[src/rtl/soc_addr_decode.sv]
// Per-master request decoder in front of the SoC crossbar.
// Resolves AR/AW requests to a target and answers unmapped ones with DECERR.
module soc_addr_decode #(
    parameter int IdWidth        = 4,
    parameter int NbPeriph       = 9,
    parameter int EnableErrSlave = 1
) (
    input  logic                clk_i,
    input  logic                rst_i,
    input  logic                req_valid_i,
    output logic                req_ready_o,
    input  logic [63:0]         req_addr_i,
    input  logic                req_write_i,
    input  logic [IdWidth-1:0]  req_id_i,
    input  logic [7:0]          req_len_i,
    output logic                dec_valid_o,
    input  logic                dec_ready_i,
    output logic [NbPeriph-1:0] dec_sel_o,
    output logic [3:0]          dec_idx_o,
    output logic                dec_err_o,
    output logic [63:0]         dec_addr_o,
    output logic                dec_write_o,
    output logic [IdWidth-1:0]  dec_id_o,
    output logic [7:0]          dec_len_o,
    output logic                err_valid_o,
    input  logic                err_ready_i,
    output logic                err_write_o,
    output logic [IdWidth-1:0]  err_id_o,
    output logic                err_last_o,
    output logic [1:0]          err_resp_o
);

    localparam logic [63:0] MapBase [9] = '{
        64'h0000_0000_8000_0000, 64'h0000_0000_4000_0000,
        64'h0000_0000_3000_0000, 64'h0000_0000_2000_0000,
        64'h0000_0000_1000_0000, 64'h0000_0000_0C00_0000,
        64'h0000_0000_0200_0000, 64'h0000_0000_0001_0000,
        64'h0000_0000_0000_0000
    };

    localparam logic [63:0] MapLen [9] = '{
        64'h0000_0000_4000_0000, 64'h0000_0000_0000_1000,
        64'h0000_0000_0001_0000, 64'h0000_0000_0080_0000,
        64'h0000_0000_0000_1000, 64'h0000_0000_03FF_FFFF,
        64'h0000_0000_000C_0000, 64'h0000_0000_0001_0000,
        64'h0000_0000_0000_1000
    };

    typedef enum logic {
        IDLE,
        ERR_RESP
    } state_t;

    state_t state_q, state_d;

    logic [NbPeriph-1:0] hit_sel;
    logic [3:0]          hit_idx;
    logic                hit;
    logic                accept;
    logic                load;
    logic                err_take;
    logic [7:0]          beat_q;
    logic [7:0]          err_len_q;
    logic                beat_inc;
    logic                beat_clr;

    // Regions are disjoint, so at most one bit of hit_sel is set.
    always_comb begin
        hit_sel = '0;
        hit_idx = '0;
        for (int i = 0; i < NbPeriph; i++) begin
            if (req_addr_i >= MapBase[i] &&
                req_addr_i < (MapBase[i] + MapLen[i])) begin
                hit_sel[i] = 1'b1;
                hit_idx    = i[3:0];
            end
        end
    end

    assign hit         = |hit_sel;
    assign req_ready_o = (state_q == IDLE) & (~dec_valid_o | dec_ready_i);
    assign accept      = req_valid_i & req_ready_o;
    assign load        = accept & (hit | (EnableErrSlave == 0));
    assign err_take    = accept & ~hit & (EnableErrSlave != 0);
    assign err_resp_o  = 2'b11;

    always_ff @(posedge clk_i or posedge rst_i) begin
        if (rst_i) begin
            dec_valid_o <= 1'b0;
            dec_sel_o   <= '0;
            dec_idx_o   <= '0;
            dec_err_o   <= 1'b0;
            dec_addr_o  <= '0;
            dec_write_o <= 1'b0;
            dec_id_o    <= '0;
            dec_len_o   <= '0;
        end else if (load) begin
            dec_valid_o <= 1'b1;
            dec_sel_o   <= hit_sel;
            dec_idx_o   <= hit_idx;
            dec_err_o   <= ~hit;
            dec_addr_o  <= req_addr_i;
            dec_write_o <= req_write_i;
            dec_id_o    <= req_id_i;
            dec_len_o   <= req_len_i;
        end else if (dec_valid_o && dec_ready_i) begin
            dec_valid_o <= 1'b0;
        end
    end

    always_ff @(posedge clk_i or posedge rst_i) begin
        if (rst_i) begin
            state_q <= IDLE;
        end else begin
            state_q <= state_d;
        end
    end

    always_comb begin
        state_d     = state_q;
        err_valid_o = 1'b0;
        err_last_o  = 1'b0;
        beat_inc    = 1'b0;
        beat_clr    = 1'b0;
        unique case (state_q)
            IDLE: begin
                if (err_take) begin
                    state_d = ERR_RESP;
                end
            end
            ERR_RESP: begin
                err_valid_o = 1'b1;
                err_last_o  = err_write_o | (beat_q == err_len_q);
                if (err_ready_i) begin
                    if (err_last_o) begin
                        state_d  = IDLE;
                        beat_clr = 1'b1;
                    end else begin
                        beat_inc = 1'b1;
                    end
                end
            end
            default: state_d = IDLE;
        endcase
    end

    // Only the failing request's response fields are kept; address is not needed.
    always_ff @(posedge clk_i or posedge rst_i) begin
        if (rst_i) begin
            err_write_o <= 1'b0;
            err_id_o    <= '0;
            err_len_q   <= '0;
            beat_q      <= '0;
        end else begin
            if (err_take) begin
                err_write_o <= req_write_i;
                err_id_o    <= req_id_i;
                err_len_q   <= req_len_i;
            end
            if (beat_clr) begin
                beat_q <= '0;
            end else if (beat_inc) begin
                beat_q <= beat_q + 8'd1;
            end
        end
    end

endmodule

[config.mk]
export PLATFORM = sky130hd
export DESIGN_NAME = soc_addr_decode
export DESIGN_NICKNAME = d
export VERILOG_FILES = /design/src/rtl/soc_addr_decode.sv
export SDC_FILE = /design/constraint.sdc
export NUM_CORES = 1
export LEC_CHECK = 0
export CAP_MARGIN = 20
export CORE_ASPECT_RATIO = 0.7
export CORE_UTILIZATION = 41
export DETAILED_ROUTE_END_ITERATION = 6
export PLACE_DENSITY = 0.77
export SLEW_MARGIN = 20
export SYNTH_ARGS = -nofsm -noshare
export SYNTH_HDL_FRONTEND = slang
export SYNTH_SLANG_ARGS = --single-unit
[constraint.sdc]
create_clock -name clk_i -period 3.9 [get_ports clk_i]
set_clock_uncertainty 0.1 [all_clocks]
set_input_delay 0.78 -clock clk_i [delete_from_list [all_inputs] [get_ports clk_i]]
set_output_delay 0.78 -clock clk_i [all_outputs]
set_load 0.01 [all_outputs]
==> impl_metrics.env, run 1 <==
export IMPL_status="completed"
export IMPL_dieArea_mm2=0.0130
export IMPL_fin_crit_ns=3.31
export IMPL_drc=0
export IMPL_start_util=0.430
export IMPL_die_w_um=136
export IMPL_synth_top_area_cell="dfrtp_1"
export IMPL_portBuffers=181
export IMPL_grt_overflow=0
export IMPL_worstPathMaxFanout=6
export IMPL_setup_violations=0
export IMPL_drtPass1Iterations=4
export IMPL_arrival_ns=2.43
export IMPL_fp_coreArea_mm2=0.0120
export IMPL_tns_ns=0
export IMPL_r2r_slack_ns=1.69
export IMPL_synth_async_reset_ratio=1.00
export IMPL_worst_slew_pin_slew_ns=0.642
export IMPL_viasPerCell=5.23
export IMPL_netlist_area_mm2=0.00515
export IMPL_grt_antenna_before_repair=0
export IMPL_switching_share=0.253
export IMPL_grt_pass1_wl_um=22100
export IMPL_nNetsFinal=683
export IMPL_cp_required_ns=3.02
export IMPL_internal_power_mw=2.69
export IMPL_power_density_mw_per_mm2=461
export IMPL_drive_gt1_frac=0.165
export IMPL_ys_ff_latch=113
export IMPL_nFillCells=880
export IMPL_clk_path_buf_depth=2
export IMPL_cts_resized_gates=0
export IMPL_rows=33
export IMPL_die_h_um=95.7
export IMPL_cts_tree="built"
export IMPL_synthDistinctLibCells=41
export IMPL_root_buffer="clkbuf_16"
export IMPL_grt_util_all_layers=0.225
export IMPL_synth_cells=412
export IMPL_clk_pin_slew_worst_paths_ns=0.06
export IMPL_synthFlopType="dfrtp_1"
export IMPL_syn_avg_cell_area_um2=12.5
export IMPL_placed_cell_area_mm2=0.00716
export IMPL_slew_violations=0
export IMPL_fin_area_mm2=0.00781
export IMPL_finalCritPeriodShare=0.848
export IMPL_routedWlPerCell_um=18.3
export IMPL_grt_pass1_vias=4059
export IMPL_area_growth_pct=51.7
export IMPL_cts_buffers_inserted=17
export IMPL_share_comb_of_total_power=0.151
export IMPL_pwr_share_clk=0.472
export IMPL_synth_seq_area_share=0.549
export IMPL_cts_sinks=113
export IMPL_yosys_top_cells_area="dfrtp_1 (55%), mux2_4 (14%), and2_1 (4.1%)"
export IMPL_htree_levels=4
export IMPL_p_leak_nw=3.60
export IMPL_clk_latency_ns=0.41
export IMPL_vias=4028
export IMPL_drtAntennaViolNets=0
export IMPL_drtIter0Drc=321
export IMPL_power_mw=3.60
export IMPL_antennaDiodeCount=0
export IMPL_hold_violations=0
export IMPL_dpl_hpwl_um=9730
export IMPL_yosysWarnings=0
export IMPL_drt_wl_total_um=14100
export IMPL_max_freq_ghz=0.302
export IMPL_peakVddDrop_mv=0.343
export IMPL_end_kind="primary output"
export IMPL_p_switching_uw=909
export IMPL_grt_max_degree=114
export IMPL_seq_power_share=0.377
export IMPL_crit_path_start_kind="flop"
export IMPL_crit_type="reg -> out"
export IMPL_hp_class="reg -> reg"
export IMPL_grt_setup_unrepaired="false"
export IMPL_num_io_pins=184
export IMPL_hold_buffers=0
export IMPL_gp_congestion=0.825
export IMPL_synth_top_cell_area_share=0.549
export IMPL_drv_cap=0
export IMPL_max_slew_margin_rel=0.568
export IMPL_post_cts_repair_setup_buffers=0
export IMPL_synth_edff_count=0
[sequential cells by signal (all words and copies together), names as in the netlist]
signal	cells
err_id_o	4
dec_write_o	1
err_len_q	8
state_q	1
dec_sel_o	9
dec_err_o	1
beat_q	8
dec_len_o	8
dec_addr_o	64
dec_valid_o	1
dec_idx_o	3
dec_id_o	4
err_write_o	1
[final timing paths]
kind                                       startpoint                         end  cells past startpoint
hold reg to reg            dec_addr_o[46]$_DFFE_PP0P_  dec_addr_o[46]$_DFFE_PP0P_                      1
max in group asynchronous                       rst_i   dec_addr_o[1]$_DFFE_PP0P_                      3
setup reg to reg                    state_q$_DFF_PP0_    dec_idx_o[1]$_DFFE_PP0P_                      8
hold / removal             dec_addr_o[46]$_DFFE_PP0P_  dec_addr_o[46]$_DFFE_PP0P_                      1
setup / recovery                beat_q[5]$_DFFE_PP0P_                  err_last_o                      5
min in group asynchronous                       rst_i    dec_sel_o[3]$_DFFE_PP0P_                      3
[final cells by class]
cell class / count / area [um^2] / share of cell area
multi-input cells: 267 / 2160 / 0.276
clock inverters: 13 / 209 / 0.0268
repair buffers: 194 / 1950 / 0.249
inverters: 7 / 28.8 / 0.00369
flip-flops and latches: 113 / 2830 / 0.362
well taps: 157 / 196 / 0.0252
clock buffers: 19 / 443 / 0.0567
[synth_stat cells (all sizes together) (5+ instances only)]
cell type	number
buf	9
nor4	17
mux2	50
nor2	12
a2bb2oi	13
nand3	22
and2	34
xor2	9
inv	7
nand2	26
o311ai	13
dfrtp	113
nand4	12
nand2b	5
clkbuf	17
or4	13
nor3	6
[cell usage in the layout (no fill, tap or decap), drive strengths merged, types with 5 or more instances in the layout]
master / count
a2bb2oi: 13
buf: 13
dfrtp: 113
and2: 34
nor2: 12
nand4: 12
nand3: 22
inv: 8
nor4: 17
or4: 13
o311ai: 13
xor2: 9
clkinv: 7
bufinv: 5
nor3: 6
nand2b: 5
clkdlybuf4s50: 181
nand2: 26
clkbuf: 19
mux2: 50
[power groups by stage]
stage / Clock (mW) / Sequential (mW) / Combinational (mW)
global placement: 0 / 1.36 / 0.516
global route: 1.80 / 1.37 / 0.593
finish: 1.70 / 1.36 / 0.543
detailed placement: 0 / 1.37 / 0.540
CTS: 1.73 / 1.35 / 0.544
floorplan: 0 / 1.36 / 0.263
[worst max-delay path: stages (launching register included)]
cell and delay, ns:
dfrtp_1 0.44, xor2_1 0.17, nor4_1 0.45, a21oi_1 0.26, nor2_1 0.15, clkdlybuf4s50_1 0.55
[per-layer routing]
layer | routed length (um) | vias up | GRT usage | part of all wire
met3 | 1070 | 17 | 0.0769 | 0.076
met4 | 181 | 0 | 0.0676 | 0.013
met1 | 6560 | 1990 | 0.315 | 0.47
met5 | 0 | - | 0 | 0
met2 | 6260 | 134 | 0.330 | 0.44
li1 | - | 1887 | - | -
[per-stage QoR]
| step | hold slack [ns] | instances | utilization | setup WS, ns |
|---|---|---|---|---|
| after CTS | 0.390 | 770 | 0.652 | 0.559 |
| after global routing | 0.406 | 770 | 0.652 | 0.377 |
| after detailed placement | 0.370 | 738 | 0.598 | 0.483 |
| final | 0.384 | 770 | 0.652 | 0.591 |
| after global placement | 0.368 | 738 | 0.598 | 0.558 |
| after floorplan | 0.414 | 413 | - | 0.0326 |
[logic make-up (layout without fill, tap and decap cells)]
group	Yosys count	count (layout)	synth area share
AO/OA/AOI/OAI	45	45	0.0729
multiplexers	53	53	0.151
AND/OR/NAND/NOR	154	154	0.169
XOR/XNOR	12	12	0.0204
adder cells (fa/ha/maj)	1	1	0.00243
flip-flops	113	113	0.549
other	1	2	0.000729
buffers and inverters	33	233	0.0338
Note: power is estimated with default switching activity, not from simulation.
==> run 2, diff against run 1 <==
Clock period 3.9 ns to 2.8 ns, I/O delays scaled along.
==> impl_metrics.env, run 2 (synthesized netlist as in run 1, its figures left out) <==
export IMPL_final_common_cell="clkdlybuf4s50_1"
export IMPL_nNetsFinal=717
export IMPL_num_io_pins=184
export IMPL_die_h_um=95.7
export IMPL_hp_class="reg -> reg"
export IMPL_cp_slowest_cell="clkdlybuf4s50_1"
export IMPL_nFillCells=889
export IMPL_cp_common_cell="buf_4"
export IMPL_drive_gt1_frac=0.210
export IMPL_clk_pin_slew_worst_paths_ns=0.05
export IMPL_largest_reg_flops=64
export IMPL_power_density_mw_per_mm2=615
export IMPL_peakVddDrop_mv=0.450
export IMPL_cts_tree="built"
export IMPL_root_buffer="clkbuf_16"
export IMPL_p_leak_nw=3.74
export IMPL_portBuffers=181
export IMPL_gp_congestion=0.912
export IMPL_htree_levels=4
export IMPL_grt_max_degree=53
export IMPL_area_growth_pct=56.6
export IMPL_start_util=0.430
export IMPL_grt_antenna_before_repair=0
export IMPL_antennaDiodeCount=0
export IMPL_slew_violations=0
export IMPL_final_cell_mix="clkdlybuf4s50_1 (180), dfrtp_1 (113), mux2_4 (49), buf_4 (43), and2_1 (34)"
export IMPL_setup_violations=0
export IMPL_regMostFlops="dec_addr_o"
export IMPL_arrival_ns=2.85
export IMPL_hold_buffers=0
export IMPL_end_kind="flop"
export IMPL_placed_cell_area_mm2=0.00741
export IMPL_routedWlPerCell_um=18.1
export IMPL_grt_overflow=0
export IMPL_grt_setup_unrepaired="false"
export IMPL_grt_pass1_vias=4228
export IMPL_reg_largest_list="dec_addr_o: 64 flops, dec_sel_o: 9 flops"
export IMPL_worstPathMaxFanout=25
export IMPL_rows=33
export IMPL_grt_pass1_wl_um=22800
export IMPL_status="completed"
export IMPL_crit_type="in -> reg"
export IMPL_die_w_um=136
export IMPL_max_freq_ghz=0.383
export IMPL_instances_no_fill=804
export IMPL_dpl_hpwl_um=10600
export IMPL_clk_latency_ns=0.40
export IMPL_vias=4166
export IMPL_drt_wl_total_um=14600
export IMPL_fin_crit_ns=2.61
export IMPL_crit_path_start_kind="input pin"
export IMPL_cts_buffers_inserted=17
export IMPL_placedCellCount=770
export IMPL_drc=0
export IMPL_finalCritPeriodShare=0.934
export IMPL_drtAntennaViolNets=0
export IMPL_drtPass1Iterations=4
export IMPL_tns_ns=0
export IMPL_path_cells="clkdlybuf4s50_1, nand4_1, nor3_1, buf_4, a21oi_2, o31ai_4, buf_4, buf_4, and2_1"
export IMPL_hold_violations=0
export IMPL_cp_required_ns=3.03
export IMPL_dieArea_mm2=0.0130
export IMPL_max_stage_delay_ns=0.58
export IMPL_cts_sinks=113
export IMPL_clk_path_buf_depth=2
export IMPL_grt_util_all_layers=0.233
export IMPL_drv_cap=0
export IMPL_fp_coreArea_mm2=0.0120
export IMPL_fin_area_mm2=0.00806
export IMPL_drtIter0Drc=344
export IMPL_viasPerCell=5.18
==> run 2: cell types whose count changed in the layout (fill, tap and decap cells not counted), moves of 2 or more <==
cell / change
clkinv_4: -4
nor4_2: +2
clkinvlp_4: +4
clkbuf_1: +2
buf_4: +33
nor4_1: -2
==> run 2: worst max-delay path: cells and delay by family <==
kind,cells,cell delay [ns]
buffers and inverters,4,1.27
and+or+nand+nor,3,0.54
AOI/OAI and AO/OA,2,0.45
==> run 2: layer usage <==
layer | global-route usage | vias to the layer above | share of wire
met1 | 0.330 | 2060 | 0.47
met4 | 0.0667 | 0 | 0.016
met3 | 0.0737 | 21 | 0.069
met5 | 0 | - | 0
li1 | - | 1950 | -
met2 | 0.343 | 135 | 0.44
==> run 2: path summary, 6_finish.rpt <==
check | start | endpoint | slack [ns] | cells after the start
worst max register to register | state_q$_DFF_PP0_ | dec_addr_o[58]$_DFFE_PP0P_ | 0.71 | 8
worst min register to register | dec_addr_o[53]$_DFFE_PP0P_ | dec_addr_o[53]$_DFFE_PP0P_ | 0.38 | 1
min in group asynchronous | rst_i | dec_addr_o[8]$_DFFE_PP0P_ | 0.40 | 2
worst max-delay path | req_addr_i[16] | dec_addr_o[58]$_DFFE_PP0P_ | 0.19 | 9
worst min-delay path | dec_addr_o[53]$_DFFE_PP0P_ | dec_addr_o[53]$_DFFE_PP0P_ | 0.38 | 1
max in group asynchronous | rst_i | dec_addr_o[59]$_DFFE_PP0P_ | 1.62 | 3
==> run 2: timing repair <==
action	CTS	global route
setup buffers	2	0
gates resized for setup	4	0
setup endpoints to repair	1	0
==> run 2: layout make-up <==
cell class | instances | area, um^2 | share of cell area
clock buffer | 22 | 464 | 0.0576
timing repair buffer | 228 | 2210 | 0.275
clock inverter | 10 | 158 | 0.0196
inverter | 7 | 30.0 | 0.00372
sequential | 113 | 2830 | 0.351
tap | 157 | 196 | 0.0244
multi-input combinational | 267 | 2170 | 0.270
==> run 2: through the flow <==
step	util	total power, mW	hold WS (ns)	setup slack (ns)
after floorplan	-	2.26	0.414	0.331
after global placement	0.619	2.65	0.370	-0.185
after detailed placement	0.619	2.69	0.370	-0.212
after CTS	0.673	4.99	0.387	0.185
after global routing	0.673	5.17	0.403	0.0487
final	0.673	4.96	0.383	0.186
==> run 2: report_power, final <==
group          total, mW  switching [mW]  internal [mW]
Combinational      0.803           0.382          0.421
Sequential          1.89           0.132           1.76
Clock               2.27           0.736           1.53
Total               4.96            1.25           3.71
